### src/rtl/vga_spi_cmd_rx_pkg.sv
`default_nettype none
// ============================================================================
// Module  : vga_spi_cmd_rx_pkg
// Purpose : Shared command codes, frame geometry and parser state encodings
//           for the VGA SPI command receiver. The VGA top imports the same
//           package so both ends agree on the protocol.
// Ports   : none (package)
// Revision: 1.0 - initial release
// ============================================================================
package vga_spi_cmd_rx_pkg;

    localparam logic [7:0]  c_CMD_SET_ADDR  = 8'h40;
    localparam logic [7:0]  c_CMD_WRITE     = 8'h41;
    localparam int unsigned c_PAYLOAD_BYTES = 3;
    localparam int unsigned c_FB_ADDR_W     = 19;

    // Payload bytes are counted down from c_PAYLOAD_BYTES to 1.
    localparam int unsigned c_PAYLOAD_CNT_W = 2;

    typedef enum logic [1:0] {
        ST_CMD  = 2'd0,
        ST_ADDR = 2'd1,
        ST_DATA = 2'd2
    } parserState_t;

endpackage : vga_spi_cmd_rx_pkg
`default_nettype wire

### src/rtl/vga_spi_cmd_rx_byte_rx.sv
`default_nettype none
// ============================================================================
// Module  : vga_spi_cmd_rx_byte_rx
// Purpose : Oversampling SPI mode-0 byte receiver. Synchronises Sclk, Mosi
//           and CSel into the system clock, detects Sclk rising edges while
//           selected, assembles MSB-first bytes and flags a chip-select idle
//           timeout used to resynchronise the command parser.
// Ports   : clk           system clock
//           rst_n         asynchronous active-low reset
//           i_sclk        SPI clock (asynchronous)
//           i_mosi        SPI data (asynchronous)
//           i_csel        SPI chip select, active low (asynchronous)
//           o_byteStb     one-cycle pulse, o_byteData holds a complete byte
//           o_byteData    received byte, valid while o_byteStb is high
//           o_idleTimeout one-cycle pulse after IDLE_TIMEOUT cycles of CSel high
// Revision: 1.0 - initial release
// ============================================================================
module vga_spi_cmd_rx_byte_rx #(
    parameter int unsigned IDLE_TIMEOUT = 6
) (
    input  logic       clk,
    input  logic       rst_n,
    input  logic       i_sclk,
    input  logic       i_mosi,
    input  logic       i_csel,
    output logic       o_byteStb,
    output logic [7:0] o_byteData,
    output logic       o_idleTimeout
);

    localparam int unsigned c_IDLE_W = $clog2(IDLE_TIMEOUT + 1);
    localparam logic [c_IDLE_W-1:0] c_IDLE_MAX  = c_IDLE_W'(IDLE_TIMEOUT);
    localparam logic [c_IDLE_W-1:0] c_IDLE_LAST = c_IDLE_W'(IDLE_TIMEOUT - 1);

    // Index [1] is the synchronised value; index [2] is one cycle older and
    // only exists for the edge detectors.
    logic [2:0]          r_sclkSync;
    logic [1:0]          r_mosiSync;
    logic [2:0]          r_cselSync;
    logic [7:0]          r_shift;
    logic [2:0]          r_bitCnt;
    logic                r_byteStb;
    logic [c_IDLE_W-1:0] r_idleCnt;
    logic                r_idleTimeout;

    logic w_sclkRise;
    logic w_cselFall;
    logic w_cselHigh;

    assign w_cselHigh = r_cselSync[1];
    assign w_sclkRise = r_sclkSync[1] & ~r_sclkSync[2] & ~w_cselHigh;
    assign w_cselFall = ~r_cselSync[1] & r_cselSync[2];

    // Synchronisers reset to the idle bus state so a reset never fakes an edge.
    always_ff @(posedge clk or negedge rst_n) begin
        if (!rst_n) begin
            r_sclkSync <= 3'b000;
            r_mosiSync <= 2'b00;
            r_cselSync <= 3'b111;
        end else begin
            r_sclkSync <= {r_sclkSync[1:0], i_sclk};
            r_mosiSync <= {r_mosiSync[0], i_mosi};
            r_cselSync <= {r_cselSync[1:0], i_csel};
        end
    end

    // Mosi passes through the same two flops as Sclk, so at the detected
    // rise it shows the level the master held at its rising edge.
    always_ff @(posedge clk or negedge rst_n) begin
        if (!rst_n) begin
            r_shift   <= 8'h00;
            r_bitCnt  <= 3'd0;
            r_byteStb <= 1'b0;
        end else begin
            r_byteStb <= 1'b0;
            // Deselect (or a fresh select) throws away any partial byte.
            if (w_cselHigh || w_cselFall) begin
                r_bitCnt <= 3'd0;
            end else if (w_sclkRise) begin
                r_shift <= {r_shift[6:0], r_mosiSync[1]};
                if (r_bitCnt == 3'd7) begin
                    r_byteStb <= 1'b1;
                    r_bitCnt  <= 3'd0;
                end else begin
                    r_bitCnt <= r_bitCnt + 3'd1;
                end
            end
        end
    end

    // Saturating idle counter; the timeout pulse fires once per idle period.
    always_ff @(posedge clk or negedge rst_n) begin
        if (!rst_n) begin
            r_idleCnt     <= '0;
            r_idleTimeout <= 1'b0;
        end else begin
            if (!w_cselHigh) begin
                r_idleCnt <= '0;
            end else if (r_idleCnt != c_IDLE_MAX) begin
                r_idleCnt <= r_idleCnt + c_IDLE_W'(1);
            end
            r_idleTimeout <= w_cselHigh && (r_idleCnt == c_IDLE_LAST);
        end
    end

    assign o_byteStb     = r_byteStb;
    assign o_byteData    = r_shift;
    assign o_idleTimeout = r_idleTimeout;

endmodule : vga_spi_cmd_rx_byte_rx
`default_nettype wire

### src/rtl/vga_spi_cmd_rx.sv
`default_nettype none
// ============================================================================
// Module  : vga_spi_cmd_rx
// Purpose : SPI slave front end and command parser for the VGA top. Decodes
//           SET_ADDR (0x40 + 3 address bytes) and WRITE_PIXELS (0x41 + 3 pixel
//           bytes) frames and queues framebuffer write requests in a small
//           FIFO drained by the SRAM arbiter.
// Ports   : MainClk  system clock
//           RstN     asynchronous active-low reset
//           Sclk     SPI clock, mode 0, at most MainClk/4
//           Mosi     SPI data, MSB first
//           CSel     SPI chip select, active low
//           WrValid  write request available
//           WrReady  arbiter accepts the head request this cycle
//           WrAddr   framebuffer byte address of the head request
//           WrData   pixel byte of the head request
//           Overflow sticky, a pixel byte was dropped on a full FIFO;
//                    cleared by the next completed SET_ADDR
// Revision: 1.0 - initial release
// ============================================================================
module vga_spi_cmd_rx
    import vga_spi_cmd_rx_pkg::*;
#(
    parameter int unsigned ADDR_W       = c_FB_ADDR_W,
    parameter int unsigned FIFO_DEPTH   = 4,
    parameter int unsigned IDLE_TIMEOUT = 6
) (
    input  logic              MainClk,
    input  logic              RstN,
    input  logic              Sclk,
    input  logic              Mosi,
    input  logic              CSel,
    output logic              WrValid,
    input  logic              WrReady,
    output logic [ADDR_W-1:0] WrAddr,
    output logic [7:0]        WrData,
    output logic              Overflow
);

    localparam int unsigned c_PTR_W   = $clog2(FIFO_DEPTH);
    localparam int unsigned c_CNT_W   = $clog2(FIFO_DEPTH + 1);
    localparam int unsigned c_ENTRY_W = ADDR_W + 8;
    localparam int unsigned c_SHADOW_W = 8 * c_PAYLOAD_BYTES;
    localparam logic [c_CNT_W-1:0] c_FULL = c_CNT_W'(FIFO_DEPTH);
    localparam logic [c_PAYLOAD_CNT_W-1:0] c_PAYLOAD_INIT = c_PAYLOAD_CNT_W'(c_PAYLOAD_BYTES);

    // ------------------------------------------------------------------
    // Byte receiver
    // ------------------------------------------------------------------
    logic       w_byteStb;
    logic [7:0] w_byteData;
    logic       w_idleTimeout;

    vga_spi_cmd_rx_byte_rx #(
        .IDLE_TIMEOUT (IDLE_TIMEOUT)
    ) u_byteRx (
        .clk           (MainClk),
        .rst_n         (RstN),
        .i_sclk        (Sclk),
        .i_mosi        (Mosi),
        .i_csel        (CSel),
        .o_byteStb     (w_byteStb),
        .o_byteData    (w_byteData),
        .o_idleTimeout (w_idleTimeout)
    );

    // ------------------------------------------------------------------
    // Command parser
    // ------------------------------------------------------------------
    parserState_t               r_state;
    parserState_t               w_stateNext;
    logic [c_PAYLOAD_CNT_W-1:0] r_cnt;
    logic [c_PAYLOAD_CNT_W-1:0] w_cntNext;
    logic [c_SHADOW_W-1:0]      r_shadow;
    logic [c_SHADOW_W-1:0]      w_shadowNext;
    logic [c_SHADOW_W-1:0]      w_shadowShift;
    logic [ADDR_W-1:0]          r_wptr;
    logic [ADDR_W-1:0]          w_wptrNext;
    logic                       w_push;
    logic                       w_addrDone;

    assign w_shadowShift = {r_shadow[c_SHADOW_W-9:0], w_byteData};

    always_ff @(posedge MainClk or negedge RstN) begin
        if (!RstN) begin
            r_state <= ST_CMD;
        end else begin
            r_state <= w_stateNext;
        end
    end

    always_comb begin
        w_stateNext  = r_state;
        w_cntNext    = r_cnt;
        w_shadowNext = r_shadow;
        w_wptrNext   = r_wptr;
        w_push       = 1'b0;
        w_addrDone   = 1'b0;

        if (w_byteStb) begin
            case (r_state)
                ST_CMD: begin
                    if (w_byteData == c_CMD_SET_ADDR) begin
                        w_stateNext = ST_ADDR;
                        w_cntNext   = c_PAYLOAD_INIT;
                    end else if (w_byteData == c_CMD_WRITE) begin
                        w_stateNext = ST_DATA;
                        w_cntNext   = c_PAYLOAD_INIT;
                    end
                end
                ST_ADDR: begin
                    w_shadowNext = w_shadowShift;
                    w_cntNext    = r_cnt - 1'b1;
                    if (r_cnt == 1) begin
                        // Upper shadow bits beyond ADDR_W are don't-care.
                        w_wptrNext  = w_shadowShift[ADDR_W-1:0];
                        w_addrDone  = 1'b1;
                        w_stateNext = ST_CMD;
                    end
                end
                ST_DATA: begin
                    // The pointer advances even when the FIFO drops the byte,
                    // so later pixels still land at their intended addresses.
                    w_push     = 1'b1;
                    w_wptrNext = r_wptr + ADDR_W'(1);
                    w_cntNext  = r_cnt - 1'b1;
                    if (r_cnt == 1) begin
                        w_stateNext = ST_CMD;
                    end
                end
                default: begin
                    w_stateNext = ST_CMD;
                end
            endcase
        end

        // A coincident byte is still consumed above; only the framing resets.
        if (w_idleTimeout) begin
            w_stateNext  = ST_CMD;
            w_cntNext    = '0;
            w_shadowNext = '0;
        end
    end

    logic                 r_pushReq;
    logic [c_ENTRY_W-1:0] r_pushEntry;
    logic                 r_overflow;
    logic                 w_drop;

    always_ff @(posedge MainClk or negedge RstN) begin
        if (!RstN) begin
            r_cnt       <= '0;
            r_shadow    <= '0;
            r_wptr      <= '0;
            r_pushReq   <= 1'b0;
            r_pushEntry <= '0;
            r_overflow  <= 1'b0;
        end else begin
            r_cnt     <= w_cntNext;
            r_shadow  <= w_shadowNext;
            r_wptr    <= w_wptrNext;
            r_pushReq <= w_push;
            if (w_push) begin
                r_pushEntry <= {r_wptr, w_byteData};
            end
            if (w_addrDone) begin
                r_overflow <= 1'b0;
            end else if (w_drop) begin
                r_overflow <= 1'b1;
            end
        end
    end

    // ------------------------------------------------------------------
    // Write-request FIFO
    // ------------------------------------------------------------------
    logic [c_ENTRY_W-1:0] r_mem [FIFO_DEPTH];
    logic [c_PTR_W-1:0]   r_fifoWr;
    logic [c_PTR_W-1:0]   r_fifoRd;
    logic [c_CNT_W-1:0]   r_count;
    logic [c_CNT_W-1:0]   w_countNext;
    logic                 r_wrValid;
    logic                 w_full;
    logic                 w_pop;
    logic                 w_write;

    assign w_full  = (r_count == c_FULL);
    assign w_pop   = r_wrValid & WrReady;
    // When full, a same-cycle pop frees the head slot the write lands in.
    assign w_write = r_pushReq & (~w_full | w_pop);
    assign w_drop  = r_pushReq & w_full & ~w_pop;

    always_comb begin
        w_countNext = r_count;
        case ({w_write, w_pop})
            2'b10:   w_countNext = r_count + c_CNT_W'(1);
            2'b01:   w_countNext = r_count - c_CNT_W'(1);
            default: w_countNext = r_count;
        endcase
    end

    always_ff @(posedge MainClk or negedge RstN) begin
        if (!RstN) begin
            for (int unsigned i = 0; i < FIFO_DEPTH; i++) begin
                r_mem[i] <= '0;
            end
            r_fifoWr  <= '0;
            r_fifoRd  <= '0;
            r_count   <= '0;
            r_wrValid <= 1'b0;
        end else begin
            if (w_write) begin
                r_mem[r_fifoWr] <= r_pushEntry;
                r_fifoWr        <= r_fifoWr + c_PTR_W'(1);
            end
            if (w_pop) begin
                r_fifoRd <= r_fifoRd + c_PTR_W'(1);
            end
            r_count   <= w_countNext;
            r_wrValid <= (w_countNext != '0);
        end
    end

    assign WrValid  = r_wrValid;
    assign WrAddr   = r_mem[r_fifoRd][c_ENTRY_W-1:8];
    assign WrData   = r_mem[r_fifoRd][7:0];
    assign Overflow = r_overflow;

endmodule : vga_spi_cmd_rx
`default_nettype wire
### config.mk
export PLATFORM = sky130hd
export DESIGN_NAME = vga_spi_cmd_rx
export DESIGN_NICKNAME = d
export VERILOG_FILES = /design/src/rtl/vga_spi_cmd_rx_pkg.sv /design/src/rtl/vga_spi_cmd_rx_byte_rx.sv /design/src/rtl/vga_spi_cmd_rx.sv
export SDC_FILE = /design/constraint.sdc
export NUM_CORES = 1
export LEC_CHECK = 0
export ABC_AREA = 1
export CAP_MARGIN = 20
export CORE_UTILIZATION = 50
export CTS_BUF_LIST = sky130_fd_sc_hd__clkbuf_4 sky130_fd_sc_hd__clkbuf_8
export DETAILED_ROUTE_END_ITERATION = 10
export GPL_TIMING_DRIVEN = 0
export PLACE_DENSITY = 0.65
export SETUP_SLACK_MARGIN = 0.05
export SLEW_MARGIN = 10
export SYNTH_ARGS = -nofsm -noshare
export SYNTH_HDL_FRONTEND = slang
export SYNTH_SLANG_ARGS = --single-unit
### constraint.sdc
create_clock -name MainClk -period 1.8 [get_ports MainClk]
set_input_delay 0.36 -clock MainClk [delete_from_list [all_inputs] [get_ports MainClk]]
set_output_delay 0.36 -clock MainClk [all_outputs]
set_load 0.05 [all_outputs]
==> results of run 1 <==
worst paths after layout:
path / end / slack (ps) / start / cells past startpoint
worst max-delay path: WrData[6] / -380 / r_fifoRd[0] / 6
worst min-delay path: u_byteRx.r_cselSync[0] / 260 / CSel / 1
worst max register to register: WrValid / 150 / WrValid / 10
worst min register to register: u_byteRx.r_sclkSync[1] / 350 / u_byteRx.r_sclkSync[0] / 0
max in group asynchronous: u_byteRx.r_cselSync[0] / 340 / RstN / 4
min in group asynchronous: r_mem[106] / 320 / RstN / 2
state kept, by name, indices dropped and copies added, names as in the netlist, 3 cells and up:
| name | count |
|---|---|
| r_wptr | 19 |
| u_byteRx.r_bitCnt | 3 |
| r_pushEntry | 27 |
| u_byteRx.o_byteData | 8 |
| u_byteRx.r_sclkSync | 3 |
| r_count | 3 |
| u_byteRx.r_cselSync | 3 |
| r_shadow | 11 |
| r_mem | 108 |
| u_byteRx.r_idleCnt | 3 |
final cells by class:
cell class                 count  share of cell area
timing repair inverter         1             0.00136
clock inverter                 6             0.00483
inverter                     105              0.0362
tap                          225              0.0236
buffer                        51              0.0434
multi-input combinational    687               0.344
timing repair buffer          51              0.0530
clock buffer                  61              0.0667
sequential                   203               0.427
metal layers:
layer | track usage | part of all wire | up-vias
met1 | 0.365 | 0.43 | 3785
met3 | 0.0496 | 0.055 | 38
li1 | - | - | 3635
met2 | 0.440 | 0.49 | 211
met5 | 0 | 0 | -
met4 | 0.0946 | 0.019 | 0
cell usage in the layout (no fill, tap or decap), drive strengths merged, types with 5 or more instances in the layout:
master,synthesis,final
inv,103,102
nand3,31,31
clkinv,2,7
nand4,5,5
o21ai,228,228
buf,27,74
a21oi,17,17
nand2,238,238
clkbuf,24,82
dfrtp,200,200
ha,15,15
nor2,92,92
o22ai,45,45
per-stage QoR:
| step | hold WS [ps] | instance area [µm²] | setup WS (ps) | utilization |
|---|---|---|---|---|
| final | 261 | 11900 | -380 | 0.680 |
| after detailed placement | 310 | 10100 | -957 | 0.575 |
| after global placement | 332 | 10000 | -9010 | 0.572 |
| after floorplan | 64.4 | 9410 | 36.6 | - |
| after global routing | 248 | 11900 | -417 | 0.680 |
| after CTS | 239 | 11500 | -388 | 0.659 |
worst max-delay path, cell delays in order (launching register included):
cell,delay [ps]
sky130_fd_sc_hd__dfrtp_2,410
sky130_fd_sc_hd__buf_12,190
sky130_fd_sc_hd__clkinv_16,100
sky130_fd_sc_hd__clkbuf_16,180
sky130_fd_sc_hd__o21ai_4,160
sky130_fd_sc_hd__o22ai_4,80
sky130_fd_sc_hd__buf_6,160
cells by family (layout without fill, tap and decap cells):
family,after synthesis,count (layout),synth area share
AOI/OAI and AO/OA,297,297,0.173
xor gates and xnor gates,4,4,0.00385
adders and majority gates,16,16,0.0228
buffers and inverters,156,275,0.0757
DFF,203,203,0.559
and+or+nand+nor,370,370,0.165
what timing repair did:
item | 4_1_cts | 5_1_grt
hold buffers | 1 | 0
setup endpoints to repair | 49 | 61
cloned | 3 | 4
gates resized for setup | 355 | 93
buffers inserted | 2 | 6
endpoints found under the hold margin | 55 | 0
pin swaps | 0 | 13
power by group:
part           internal, mW  switching, mW
clock                  2.94           1.95
sequential             4.70          0.123
combinational          3.10           4.56
total                  10.7           6.63
==> flow_summary.html, run 1 <==
<table>
<tr><th>Metric</th><th>Value</th></tr>
<tr><th colspan="2">Final layout</th></tr>
<tr><td>Register cell area after layout</td><td>5090 µm²</td></tr>
<tr><td>Share of layout cells above drive strength 1</td><td>0.252</td></tr>
<tr><td>Synth-to-layout area growth</td><td>31.1%</td></tr>
<tr><td>Fill cell instance count of the final layout</td><td>1363</td></tr>
<tr><td>Diodes inserted</td><td>0</td></tr>
<tr><td>Multi-input gate area</td><td>4110 µm²</td></tr>
<tr><td>Final Instance Count excl. Fillers</td><td>1390</td></tr>
<tr><td>Net count reported at finish</td><td>1159</td></tr>
<tr><th colspan="2">Run status</th></tr>
<tr><td>Status</td><td>finished, violations left</td></tr>
<tr><td>Violations in the final reports</td><td>negative setup slack</td></tr>
<tr><th colspan="2">Synth</th></tr>
<tr><td>Number of flops mapped to enable cells by yosys</td><td>0</td></tr>
<tr><td>Post-synth top cells</td><td>229 x sky130_fd_sc_hd__nand2_1, 221 x sky130_fd_sc_hd__o21ai_0, 200 x sky130_fd_sc_hd__dfrtp_1</td></tr>
<tr><td>Average footprint of a synthesized cell</td><td>8.70 µm²</td></tr>
<tr><td>Library cell with the largest summed area after synthesis</td><td>sky130_fd_sc_hd__dfrtp_1</td></tr>
<tr><td>Synthesized area</td><td>9090 µm²</td></tr>
<tr><td>Post-Synthesis Net Count</td><td>1068</td></tr>
<tr><td>Most common flop cell mapped by yosys</td><td>sky130_fd_sc_hd__dfrtp_1</td></tr>
<tr><td>Synth unique cells</td><td>36</td></tr>
<tr><td>Warnings, synthesis</td><td>0</td></tr>
<tr><td>Proportion of synthesized chip area in sequential cells</td><td>0.559</td></tr>
<tr><td>Top post-synthesis cells by area</td><td>sky130_fd_sc_hd__dfrtp_1 55%, sky130_fd_sc_hd__o21ai_0 12%, sky130_fd_sc_hd__nand2_1 9.5%</td></tr>
<tr><td>Async set or reset register ratio after synthesis</td><td>1.00</td></tr>
<tr><td>FF+latch count, synth</td><td>203</td></tr>
<tr><td>Most used standard cell by instance count after synthesis</td><td>sky130_fd_sc_hd__nand2_1</td></tr>
<tr><td>Number of cells produced by synthesis</td><td>1046</td></tr>
<tr><td>Yosys top cell area share</td><td>0.550</td></tr>
<tr><th colspan="2">Min path</th></tr>
<tr><td>Worst hold-check path type</td><td>input port to register</td></tr>
<tr><th colspan="2">Worst setup path</th></tr>
<tr><td>Critical Path AT</td><td>1820 ps</td></tr>
<tr><td>CP endpoint kind</td><td>output pin</td></tr>
<tr><td>Kind of start point of the critical path</td><td>register</td></tr>
<tr><td>Critical-path maximum fanout</td><td>8</td></tr>
<tr><td>CP Data Required Time</td><td>1440 ps</td></tr>
<tr><td>Critical path class</td><td>register to output pin</td></tr>
<tr><th colspan="2">Clock network</th></tr>
<tr><td>Clk_lat worst skew</td><td>540 ps</td></tr>
<tr><td>Number of buffers inserted during clock tree synthesis</td><td>37</td></tr>
<tr><td>Clock root cell</td><td>sky130_fd_sc_hd__clkbuf_8</td></tr>
<tr><td>CTS tree</td><td>yes</td></tr>
<tr><td>Clock edge transition at the registers on the reported setup and hold paths</td><td>60 ps</td></tr>
<tr><td>Largest buffer count on any clock path</td><td>3</td></tr>
<tr><td>Sinks on Clock Net</td><td>203</td></tr>
<tr><td>Number of H-tree levels</td><td>2</td></tr>
<tr><th colspan="2">Place</th></tr>
<tr><td>Placed cells</td><td>1307</td></tr>
<tr><td>Final HPWL from detailed placement</td><td>15900 µm</td></tr>
<tr><td>Gp weighted congestion</td><td>0.930</td></tr>
<tr><td>Number of buffers added on ports</td><td>34</td></tr>
<tr><th colspan="2">Die</th></tr>
<tr><td>Die Width</td><td>137 µm</td></tr>
<tr><td>CORE AREA</td><td>17500 µm²</td></tr>
<tr><td>Number of ports placed on the die boundary</td><td>35</td></tr>
<tr><td>Row count</td><td>48</td></tr>
<tr><td>Die ar.</td><td>18700 µm²</td></tr>
<tr><td>Initial core utilization</td><td>0.519</td></tr>
<tr><td>Die outline height</td><td>137 µm</td></tr>
<tr><th colspan="2">Routing</th></tr>
<tr><td>Wire length reported by the detailed router</td><td>24500 µm</td></tr>
<tr><td>TritonRoute pass-1 iters</td><td>5</td></tr>
<tr><td>Vias after detailed routing</td><td>7669</td></tr>
<tr><td>Detail-routed net length per standard cell</td><td>17.6 µm</td></tr>
<tr><td>DRT antenna net count</td><td>0</td></tr>
<tr><td>Initial DRC count</td><td>595</td></tr>
<tr><td>DRC</td><td>0</td></tr>
<tr><td>Per-cell via count in the routed design</td><td>5.52</td></tr>
<tr><th colspan="2">STA</th></tr>
<tr><td>Highest clock rate</td><td>0.459 GHz</td></tr>
<tr><td>Transition time of the tightest slew-check pin</td><td>451 ps</td></tr>
<tr><td>Setup slack of the critical path after layout</td><td>-380 ps</td></tr>
<tr><td>Setup TNS</td><td>-9400 ps</td></tr>
<tr><td>Final setup skew</td><td>24.2 ps</td></tr>
<tr><td>Relative max-transition margin</td><td>0.699</td></tr>
<tr><td>Final Slew Violations</td><td>0</td></tr>
<tr><td>Final hold violation count</td><td>0</td></tr>
<tr><td>Min Tclk post-route</td><td>2180 ps</td></tr>
<tr><td>Unrepaired setup endpoints after global routing</td><td>yes</td></tr>
<tr><td>Crit share post-route</td><td>1.21</td></tr>
<tr><td>Final setup violating endpoints</td><td>27</td></tr>
<tr><th colspan="2">Pwr</th></tr>
<tr><td>Maximum vdd drop</td><td>1270 µV</td></tr>
<tr><td>Power density normalized to cell area</td><td>1460 nW/µm²</td></tr>
<tr><td>Design Power</td><td>17.4 mW</td></tr>
<tr><td>Leakage power</td><td>5.25 nW</td></tr>
<tr><th colspan="2">Global route</th></tr>
<tr><td>Tot GR Track Use</td><td>0.271</td></tr>
<tr><td>Initial antenna violation count</td><td>0</td></tr>
<tr><td>Overall overflow remaining after global route</td><td>0</td></tr>
<tr><td>First-pass GRT wire length</td><td>38900 µm</td></tr>
<tr><td>Pin count of the biggest net entering global routing</td><td>80</td></tr>
<tr><td>Vias in the first global route</td><td>7425</td></tr>
<tr><th colspan="2">Job</th></tr>
<tr><td>Maximum Capacitance Violations</td><td>0</td></tr>
</table>
(Power assumes the default switching activity.)
==> run 2: changes to the inputs <==
--- a/config.mk
+++ b/config.mk
@@ -13,7 +13,6 @@
 export GPL_TIMING_DRIVEN = 0
 export PLACE_DENSITY = 0.65
 export SETUP_SLACK_MARGIN = 0.05
-export SLEW_MARGIN = 10
 export SYNTH_ARGS = -nofsm -noshare
 export SYNTH_HDL_FRONTEND = slang
 export SYNTH_SLANG_ARGS = --single-unit
==> results of run 2 <==
The final DEF is identical to that of run 1; final timing and power are the same.
